===== config.mk =====
export PLATFORM = sky130hd
export DESIGN_NAME = mem_bus_arbiter
export DESIGN_NICKNAME = d
export VERILOG_FILES = /design/src/rtl/mem_bus_arbiter.sv
export SDC_FILE = /design/constraint.sdc
export NUM_CORES = 1
export LEC_CHECK = 0
export CAP_MARGIN = 20
export CORE_MARGIN = 1
export CORE_UTILIZATION = 25
export DETAILED_ROUTE_END_ITERATION = 16
export PLACE_DENSITY = 0.88
export SKIP_CTS_REPAIR_TIMING = 1
export SLEW_MARGIN = 5
export SYNTH_ARGS = -nofsm -noshare
export SYNTH_HDL_FRONTEND = slang
export SYNTH_SLANG_ARGS = --single-unit
export TNS_END_PERCENT = 5

===== constraint.sdc =====
create_clock -name clk -period 1.9 [get_ports clk]
set_clock_uncertainty 0.1 [all_clocks]
set_input_delay 0.38 -clock clk [delete_from_list [all_inputs] [get_ports clk]]
set_output_delay 0.38 -clock clk [all_outputs]
set_load 0.01 [all_outputs]

===== src/rtl/mem_bus_arbiter.sv =====
// Two-master arbiter for the shared 16-bit memory bus (CPU core and DMA/video fetch).
// Registered grants, one idle turnaround cycle per handover, round-robin with a hold limit.
module mem_bus_arbiter #(
    parameter int unsigned MAX_HOLD  = 8,
    parameter bit          CPU_FIRST = 1'b1
) (
    input  logic        clk,
    input  logic        reset,
    input  logic        cpu_req,
    input  logic        cpu_r,
    input  logic        cpu_w,
    input  logic [15:0] cpu_address,
    input  logic [15:0] cpu_data_out,
    output logic        cpu_grant,
    output logic        cpu_stall,
    input  logic        dma_req,
    input  logic        dma_r,
    input  logic        dma_w,
    input  logic [15:0] dma_address,
    input  logic [15:0] dma_data_out,
    output logic        dma_grant,
    output logic [15:0] mem_address,
    output logic        mem_r,
    output logic        mem_w,
    output logic [15:0] mem_data_out,
    output logic        mem_data_oe,
    output logic [15:0] read_data,
    input  logic [15:0] mem_data_in
);

    typedef enum logic [1:0] {
        IDLE    = 2'd0,
        OWN_CPU = 2'd1,
        OWN_DMA = 2'd2,
        TURN    = 2'd3
    } state_t;

    localparam logic OWNER_CPU = 1'b0;
    localparam logic OWNER_DMA = 1'b1;
    localparam logic [7:0] HOLD_MAX  = 8'(MAX_HOLD);
    localparam logic [7:0] HOLD_LAST = 8'(MAX_HOLD - 1);
    // Pretending the loser of the first tie owned the bus last makes CPU_FIRST fall out of round-robin.
    localparam logic OWNER_RST = CPU_FIRST ? OWNER_DMA : OWNER_CPU;

    state_t     state_q, state_d;
    logic [7:0] hold_q, hold_d;
    logic       last_owner_q, last_owner_d;

    always_ff @(posedge clk or posedge reset) begin
        if (reset) begin
            state_q      <= IDLE;
            hold_q       <= 8'd0;
            last_owner_q <= OWNER_RST;
        end else begin
            state_q      <= state_d;
            hold_q       <= hold_d;
            last_owner_q <= last_owner_d;
        end
    end

    always_comb begin
        state_d      = state_q;
        hold_d       = hold_q;
        last_owner_d = last_owner_q;
        case (state_q)
            IDLE, TURN: begin
                hold_d = 8'd0;
                if (cpu_req && (!dma_req || last_owner_q == OWNER_DMA)) begin
                    state_d = OWN_CPU;
                end else if (dma_req) begin
                    state_d = OWN_DMA;
                end else begin
                    state_d = IDLE;
                end
            end
            OWN_CPU: begin
                // >= rather than == so a counter saturated during solo ownership still yields.
                if (!cpu_req || (dma_req && hold_q >= HOLD_LAST)) begin
                    state_d      = TURN;
                    last_owner_d = OWNER_CPU;
                    hold_d       = 8'd0;
                end else if (hold_q != HOLD_MAX) begin
                    hold_d = hold_q + 8'd1;
                end
            end
            OWN_DMA: begin
                if (!dma_req || (cpu_req && hold_q >= HOLD_LAST)) begin
                    state_d      = TURN;
                    last_owner_d = OWNER_DMA;
                    hold_d       = 8'd0;
                end else if (hold_q != HOLD_MAX) begin
                    hold_d = hold_q + 8'd1;
                end
            end
            default: begin
                state_d = IDLE;
                hold_d  = 8'd0;
            end
        endcase
    end

    always_comb begin
        mem_address  = 16'd0;
        mem_r        = 1'b0;
        mem_w        = 1'b0;
        mem_data_out = 16'd0;
        case (state_q)
            OWN_CPU: begin
                mem_address  = cpu_address;
                mem_r        = cpu_r;
                mem_w        = cpu_w;
                mem_data_out = cpu_data_out;
            end
            OWN_DMA: begin
                mem_address  = dma_address;
                mem_r        = dma_r;
                mem_w        = dma_w;
                mem_data_out = dma_data_out;
            end
            default: begin
                mem_address  = 16'd0;
                mem_r        = 1'b0;
                mem_w        = 1'b0;
                mem_data_out = 16'd0;
            end
        endcase
    end

    assign cpu_grant   = (state_q == OWN_CPU);
    assign dma_grant   = (state_q == OWN_DMA);
    assign cpu_stall   = cpu_req & ~cpu_grant;
    assign mem_data_oe = mem_w;
    assign read_data   = mem_data_in;

endmodule


==> results.txt <==
worst hold path class = input pin to async pin
crit start category = register
Initial DRC Count = 92
Core Region = 0.00450 mm2
RR Endpoint = state_q[0]
clock net sink count = 11
sequential-to-total area share from yosys stat = 0.229
Setup violations, final = 34
CP required = 1420 ps
R2R Setup Slk = 110 ps
port bufs = 109
Post-Synth XOR/XNOR Area = 0.0507
CP peak stage delay = 390 ps
Final Cell Area = 0.00252 mm2
f_max = 499 MHz
Max-Cap Viols = 0
first-pass GRT wire length = 6720 um
setup ws final = -103 ps
first-pass detailed-route iteration total = 4
failing checks = negative setup slack
largest net degree at the start of global routing = 35
main combinational cell family by area after synthesis = compound AO/OA/AOI/OAI gates
Tmin final = 2000 ps
Post-Synth Adder-Cell Area = 0.0414
syn_nets = 259
critical path capture point type = primary output
vias in the first global route = 1,563
Simple-Gate Fraction of Synth Area = 0.246
Remaining Overflow, GRT = 0
Mean Syn Cell Area = 7.24 um2
DR vias/cell = 4.99
Yosys top cell area share = 0.217
die span in x = 71.6 um
I/O pins = 142
mux cell area share after synthesis = 0.00827
TritonCTS clock tree = done
vias post-DR = 1,571
placed inst area = 0.00230 mm2
worst vdd ir = 0.653 mV
Slew @ Worst Pin = 428 ps
Cell Chain, Critical Path = buf_4 > ha_4 > clkbuf_16 > a22oi_1 > nor2_1 > dlymetal6s2s_1
setup repair after global routing missed its margin = yes
Slowest-stage cell, CP = dfrtp_1
Final Net Count = 356
synthesized instance count = 167
area leader, netlist = a22oi_1
Syn. warnings = 0
DRT Wirelength = 4610 um
largest cells by area after synthesis = a22oi_1 (22%), dfrtp_1 (21%), nor2_1 (14%)
number of diodes = 0
Post-Syn Area = 0.00121 mm2
period utilization = 1.05
Netlist cell types = 27
CTS H-tree lvls = 1
Non-Filler Instances = 315
Setup CP Type = register to primary output
share of cells above drive strength 1 = 0.259
post-DR wirelength/cell = 14.6 um
final core utilization = 0.559
final setup TNS = -1870 ps
Seq cells post-synth = 11
Antenna Nets Post-Route = 0
Die Y-Extent = 71.6 um
most frequent cells in the layout = clkdlybuf4s50_1 (71), nor2_1 (43), a22oi_2 (24)
post-DP HPWL = 3290 um
insertion delay to the later sink of the worst-skew pair = 240 ps
LEAKAGE = 1.26 nW
Synth Area in Compound Gates = 0.264
# fillers = 393
most common cell after layout, fill and taps aside = clkdlybuf4s50_1
Reg clk slew, reported paths = 50 ps
Power Density = 1160 mW/mm2
Final Hold Fails = 0
area grow syn2layout = 108%
initial antenna violation count = 0
Initial Util = 0.269
reg2reg start = state_q[1]
Rows = 24
max-slew violations = 0
DRC violations left = 0
CTS buffer count = 3
status = finished, violations left
R2R depth = 7
DP Cell Count = 308
CP arrival = 1520 ps
global placer's final weighted congestion = 0.881
GR Util All Layers = 0.163
Root Buffer = clkbuf_8
Hold WS = 338 ps
crit path max fanout = 13
die area = 0.00512 mm2
maximum clock path buffer count = 2
Slew headroom = 0.715
-- flip-flops by register name, summed over array words and instances (netlist names) --
register / cells
hold_q: 8
state_q: 2
last_owner_q: 1
-- how the worst max path moves through the flow --
stage	start	end	slack (ps)	depth (start not counted)
final	state_q[1]	mem_data_out[0]	-100	6
after global routing	state_q[1]	mem_w	-170	6
after CTS	state_q[0]	mem_data_out[6]	-450	5
after detailed placement	state_q[0]	mem_data_out[6]	-190	5
after global placement	state_q[0]	mem_w	-150	5
after floorplan	state_q[0]	mem_w	3	7
-- synthesized netlist by cell type, drive strengths merged --
| master | instances |
|---|---|
| ha | 4 |
| a22oi | 35 |
| inv | 5 |
| a21o | 1 |
| and3 | 2 |
| nand2 | 7 |
| nor2b | 1 |
| xor2 | 3 |
| clkbuf | 6 |
| dfstp | 1 |
| nand2b | 2 |
| buf | 24 |
| a21boi | 1 |
| nand4b | 1 |
| nor4 | 1 |
| nand3b | 1 |
| a21oi | 3 |
| dfrtp | 10 |
| a31o | 1 |
| nand3 | 4 |
| nor3 | 3 |
| nor2 | 44 |
| a32oi | 2 |
| xnor2 | 4 |
| mux2i | 1 |
-- report_power, final --
| part | switching [mW] | internal, mW | total, mW |
|---|---|---|---|
| Combinational | 1.15 | 1.20 | 2.35 |
| Sequential | 0.0424 | 0.284 | 0.327 |
| Clock | 0.0894 | 0.147 | 0.237 |
| Total | 1.28 | 1.63 | 2.91 |
-- worst max-delay path: cells and delay by family, from the launching register on --
family / cells / cell delay [ps]
compound gates: 1 / 170
fa+ha+maj: 1 / 180
buf+inv: 3 / 500
flops: 1 / 390
simple gates: 1 / 50
-- final cells by class --
cell class	count	area, um2	share of cell area
Inverter	5	18.8	0.00745
Tap cell	52	65.1	0.0258
Multi-Input combinational cell	121	891	0.354
Clock buffer	4	45.0	0.0179
Timing Repair Buffer	122	1220	0.485
Sequential cell	11	278	0.110
-- layer usage --
layer  track usage  share of wire  vias up
li1              -              -      758
met5             0              0        -
met1         0.175           0.39      721
met2         0.287           0.51       79
met4        0.0959          0.029        0
met3        0.0436          0.075       13
-- stage by stage --
stage / setup slack (ps) / power [mW]
6_report: -103 / 2.91
5_1_grt: -171 / 3.12
4_1_cts: -452 / 2.73
3_5_place_dp: -187 / 2.47
3_3_place_gp: -148 / 2.44
2_1_floorplan: 3.23 / 1.41
-- cell families (layout without fill, tap and decap cells) --
kind of cell             count (synthesis)  in the layout
AO/OA/AOI/OAI                           43             43
XOR/XNOR                                 7              7
adder cells (fa/ha/maj)                  4              4
buffers and inverters                   35            131
flip-flops                              11             11
multiplexers                             1              1
AND/OR/NAND/NOR                         66             66
(Power assumes the default switching activity.)
